**config.mk**
```make
export PLATFORM = sky130hd
export DESIGN_NAME = fifo_byte_serializer_flat
export DESIGN_NICKNAME = d
export VERILOG_FILES = /design/src/rtl/fifo_byte_serializer_if.sv /design/src/rtl/fifo_byte_serializer.sv /design/src/flat_wrapper.sv
export SDC_FILE = /design/constraint.sdc
export NUM_CORES = 1
export LEC_CHECK = 0
export ABC_AREA = 1
export CAP_MARGIN = 20
export CORE_MARGIN = 2
export CORE_UTILIZATION = 35
export CTS_CLUSTER_SIZE = 24
export DETAILED_ROUTE_END_ITERATION = 16
export GPL_ROUTABILITY_DRIVEN = 0
export GPL_TIMING_DRIVEN = 0
export PLACE_DENSITY = 0.64
export SYNTH_ARGS = -nofsm -noshare
export SYNTH_HDL_FRONTEND = slang
export SYNTH_SLANG_ARGS = --single-unit
```
**constraint.sdc**
```tcl
create_clock -name clk -period 2.8 [get_ports clk]
set_input_delay 0.28 -clock clk [delete_from_list [all_inputs] [get_ports clk]]
set_output_delay 0.28 -clock clk [all_outputs]
set_load 0.02 [all_outputs]
```
**src/rtl/fifo_byte_serializer_if.sv**
```systemverilog
// fifo_byte_serializer_if: upstream FIFO read port plus the downstream
// byte valid/ready handshake and status of the byte serializer.
interface fifo_byte_serializer_if #(
    parameter int CNT_WIDTH = 16
);
    logic                 en;
    logic                 EMPTY;
    logic [31:0]          fifoData;
    logic                 rd;
    logic [7:0]           byteOut;
    logic                 byteValid;
    logic                 byteReady;
    logic                 busy;
    logic [CNT_WIDTH-1:0] wordCount;

    // serializer side
    modport master (
        input  en, EMPTY, fifoData, byteReady,
        output rd, byteOut, byteValid, busy, wordCount
    );

    // FIFO / consumer / control side
    modport slave (
        output en, EMPTY, fifoData, byteReady,
        input  rd, byteOut, byteValid, busy, wordCount
    );
endinterface

```
**src/rtl/fifo_byte_serializer.sv**
```systemverilog
// fifo_byte_serializer: pops 32-bit words from a FIFO and emits them
// MSB byte first over a valid/ready byte channel, counting whole words.
module fifo_byte_serializer #(
    parameter int CNT_WIDTH = 16
) (
    input logic                    clk,
    input logic                    rst,
    fifo_byte_serializer_if.master bus
);
    typedef enum logic [1:0] {
        IDLE,
        READ,
        LOAD,
        SEND
    } state_t;

    state_t               state;
    logic                 rd_q;
    logic                 valid_q;
    logic                 busy_q;
    logic [31:0]          sreg;
    logic [1:0]           idx;
    logic [CNT_WIDTH-1:0] cnt;
    logic                 fetch;

    // a new word may be fetched only when enabled and the FIFO has data
    assign fetch = bus.en && !bus.EMPTY;

    assign bus.rd        = rd_q;
    assign bus.byteValid = valid_q;
    assign bus.busy      = busy_q;
    assign bus.byteOut   = sreg[31:24];
    assign bus.wordCount = cnt;

    // control FSM with registered rd/byteValid/busy and the byte datapath
    always_ff @(posedge clk or negedge rst) begin
        if (!rst) begin
            state   <= IDLE;
            rd_q    <= 1'b0;
            valid_q <= 1'b0;
            busy_q  <= 1'b0;
            sreg    <= 32'h0;
            idx     <= 2'd0;
            cnt     <= '0;
        end else begin
            unique case (state)
                IDLE: begin
                    if (fetch) begin
                        state  <= READ;
                        rd_q   <= 1'b1;
                        busy_q <= 1'b1;
                    end
                end
                READ: begin
                    // single-cycle strobe; the word shows up during LOAD
                    state <= LOAD;
                    rd_q  <= 1'b0;
                end
                LOAD: begin
                    state   <= SEND;
                    sreg    <= bus.fifoData;
                    idx     <= 2'd0;
                    valid_q <= 1'b1;
                end
                SEND: begin
                    // nothing moves while the consumer stalls
                    if (bus.byteReady) begin
                        sreg <= {sreg[23:0], 8'h00};
                        idx  <= idx + 2'd1;
                        if (idx == 2'd3) begin
                            cnt     <= cnt + CNT_WIDTH'(1);
                            valid_q <= 1'b0;
                            if (fetch) begin
                                state <= READ;
                                rd_q  <= 1'b1;
                            end else begin
                                state  <= IDLE;
                                busy_q <= 1'b0;
                            end
                        end
                    end
                end
                default: begin
                    state   <= IDLE;
                    rd_q    <= 1'b0;
                    valid_q <= 1'b0;
                    busy_q  <= 1'b0;
                end
            endcase
        end
    end
endmodule

```
**src/flat_wrapper.sv**
```systemverilog
// flat-port wrapper written by rule: the top's interface ports become plain ports
module fifo_byte_serializer_flat 
#(
    parameter int CNT_WIDTH = 16
)
  (clk, rst, bus_en, bus_EMPTY, bus_fifoData, bus_byteReady, bus_rd, bus_byteOut, bus_byteValid, bus_busy, bus_wordCount);
  fifo_byte_serializer_if #(.CNT_WIDTH(CNT_WIDTH)) bus_i ();
  input logic clk;
  input logic rst;
  input wire logic [$bits(bus_i.en)-1:0] bus_en;
  input wire logic [$bits(bus_i.EMPTY)-1:0] bus_EMPTY;
  input wire logic [$bits(bus_i.fifoData)-1:0] bus_fifoData;
  input wire logic [$bits(bus_i.byteReady)-1:0] bus_byteReady;
  output wire logic [$bits(bus_i.rd)-1:0] bus_rd;
  output wire logic [$bits(bus_i.byteOut)-1:0] bus_byteOut;
  output wire logic [$bits(bus_i.byteValid)-1:0] bus_byteValid;
  output wire logic [$bits(bus_i.busy)-1:0] bus_busy;
  output wire logic [$bits(bus_i.wordCount)-1:0] bus_wordCount;
  assign bus_i.en = bus_en;
  assign bus_i.EMPTY = bus_EMPTY;
  assign bus_i.fifoData = bus_fifoData;
  assign bus_i.byteReady = bus_byteReady;
  assign bus_rd = bus_i.rd;
  assign bus_byteOut = bus_i.byteOut;
  assign bus_byteValid = bus_i.byteValid;
  assign bus_busy = bus_i.busy;
  assign bus_wordCount = bus_i.wordCount;
  fifo_byte_serializer #(.CNT_WIDTH(CNT_WIDTH)) u_core (.clk(clk), .rst(rst), .bus(bus_i));
endmodule
```
==> metrics.csv <==
stage,metric,value,unit
cells_and_area,drive_gt1_frac,0.0850,
synth,yosys_warnings,0,
floorplanning,die_y,93.7,um
synth,synth_top_area_share,0.489,
sta,post-route-min-period,1690,ps
floorplanning,core,7770,um^2
pwr,power,3390,uW
sta,totalNegativeSetupSlack,0,ps
clock_network,clk_latency,310,ps
cells_and_area,final_cell_mix,"nand2_1, clkdlybuf4s50_1, dfrtp_1",
clock_network,ctsResizeCount,0,
worst_setup_path,crit_family,buffers and inverters,
synth,synth_area_per_cell,8.31,um^2
route,via_per_inst,4.54,
worst_setup_path,worstPathRequired,2520,ps
run,maxCapViolations,0,
grt,antenna_found_initial,0,
worst_setup_path,crit_slowest_cell,clkdlybuf4s50_1,
synth,synth_nets,385,
synth,syn_inst,339,
placed_design,portBuffers,63,
sta,max_freq,590,MHz
route,vias,2336,
synth,ys_ff_latch,55,
synth,ys_seq_area_frac,0.489,
worst_setup_path,path_buf_inv,1,
sta,hold_ws,480,ps
cells_and_area,fillCellCount,772,
grt,grt_pass1_wl,9.96,mm
clock_network,cts_root_buffer,clkbuf_8,
grt,grt_start_max_net_pins,33,
placed_design,dpl.hpwl,4.53,mm
clock_network,htreeDepth,2,
clock_network,clk_pin_slew,100,ps
grt,grt_pass1_vias,2147,
worst_setup_path,max_stage_delay,640,ps
floorplanning,start_util,0.363,
sta,setup_viol,0,
sta,clock_skew,11.7,ps
placed_design,pre_cts_slack,1100,ps
route,drt_iter0_markers,78,
worst_setup_path,cp-end-kind,output port,
run_status,status,finished clean,
route,wire_per_inst,11.2,um
worst_setup_path,path_cells,clkdlybuf4s50_1,
sta,slew_headroom,0.618,
clock_network,cts_hold_buffers,1,
floorplanning,row_count,32,
cells_and_area,multiInputGateArea,1210,um^2
synth,synth_top_area_cell,dfrtp_1,
sta,hold_viol,0,
clock_network,clock_path_buffers,2,
sta,final.setup.worst_slack,1110,ps
cells_and_area,final_common_cell,nand2_1,
pwr,p_per_area,919,nW/um^2
cells_and_area,final_nets,457,
grt,grt_usage,0.141,
floorplanning,ios,64,
clock_network,post_cts_buffers,0,
pwr,vdd_drop_max,0.435,mV
floorplanning,die_area,8780,um^2
route,drt.antenna.violating_nets,0,
clock_network,clock_sinks,55,
route,post-route-drc-count,0,
route,wirelength,5.77,mm
min_path,hold_class,reg2reg,
pwr,p_leak,0.00171,uW
worst_setup_path,cp-start-kind,flip-flop,
synth,ys_top_cells_by_area,"dfrtp_1, nand2_1, a31oi_1",
sta,min_period_over_period,0.605,
clock_network,cts_tree,done,
synth,syn_area,2820,um^2
clock_network,cts_buffers,5,
grt,grt.overflow.total,0,
cells_and_area,insertedDiodeCount,0,
cells_and_area,register_area,1380,um^2
worst_setup_path,crit_fanout,6,
synth,synthDistinctLibCells,27,
sta,tightest_slew,572,ps
route,drtPass1Iterations,4,
worst_setup_path,path_class,reg2out,
sta,rsz0062_at_grt,false,
worst_setup_path,cp_data_arrival_time,1410,ps
floorplanning,die_w,93.7,um
sta,slew_viol_final,0,
cells_and_area,syn2layout_area_growth,31.1,%
==> layout make-up <==
| cell class | count | area share |
|---|---|---|
| Timing Repair Buffer | 65 | 0.178 |
| Sequential cell | 55 | 0.373 |
| Clock buffer | 5 | 0.0186 |
| Buffer | 20 | 0.0393 |
| Multi-Input combinational cell | 241 | 0.327 |
| Clock inverter | 3 | 0.00610 |
| Tap cell | 102 | 0.0346 |
| Inverter | 23 | 0.0234 |
==> Yosys cell counts <==
| cell type | n |
|---|---|
| o21ai_0 | 6 |
| nand3b_1 | 2 |
| nand3_1 | 19 |
| nor2_2 | 1 |
| nand2_1 | 112 |
| inv_1 | 22 |
| nand4_1 | 5 |
| nand2_2 | 2 |
| clkbuf_1 | 4 |
| xnor2_1 | 4 |
| nor3_1 | 2 |
| xor2_1 | 4 |
| buf_4 | 10 |
| a31oi_1 | 24 |
| ha_1 | 9 |
| or2_0 | 1 |
| inv_2 | 1 |
| a21oi_1 | 4 |
| buf_2 | 2 |
| nor2_4 | 2 |
| buf_6 | 4 |
| dfrtp_1 | 55 |
| nand3_4 | 1 |
| nor2_1 | 40 |
| nor2_8 | 1 |
| o21bai_1 | 1 |
| nand2_4 | 1 |
==> power by group <==
group	internal (uW)	switching [uW]	leakage, uW
clock network	182	269	0.0000489
logic	738	938	0.000986
registers	1090	171	0.000672
total	2010	1380	0.00171
==> registers in the layout, indices dropped and copies added (netlist names) <==
register              flops
u_core.bus.wordCount     16
u_core.state              2
u_core.idx                2
u_core.bus.rd             1
u_core.bus.byteValid      1
u_core.bus.busy           1
u_core.sreg              32
==> stage by stage <==
step	instances	instance area, um^2	util
after global placement	504	3570	0.460
after CTS	514	3690	0.475
after floorplan	339	2820	-
final	514	3690	0.475
after detailed placement	505	3590	0.462
after global routing	514	3690	0.475
==> path summary, 6_finish.rpt <==
path	startpoint	endpoint	slack [ps]	depth (start not counted)
min in group asynchronous	rst	u_core.sreg[3]	490	2
setup reg to reg	u_core.state[0]	u_core.sreg[22]	1200	5
max in group asynchronous	rst	u_core.bus.wordCount[4]	1750	3
hold reg to reg	u_core.bus.busy	u_core.bus.busy	480	2
setup / recovery	u_core.bus.wordCount[0]	bus_wordCount[0]	1110	1
hold / removal	u_core.bus.busy	u_core.bus.busy	480	2
==> metal layers <==
metal | global-route usage | up-vias | routed length (um)
li1 | - | 1223 | -
met1 | 0.204 | 1056 | 2790
met2 | 0.223 | 55 | 2700
met3 | 0.0225 | 2 | 237
met4 | 0.0326 | 0 | 40
met5 | 0 | - | 0
==> logic make-up after synthesis <==
group,count (synthesis),share of synthesized area
compound gates,35,0.0737
xor+xnor,8,0.0249
fa+ha+maj,9,0.0400
buf+inv,43,0.0822
flops,55,0.489
simple gates,189,0.291
Power figures use the tool's default switching activity.
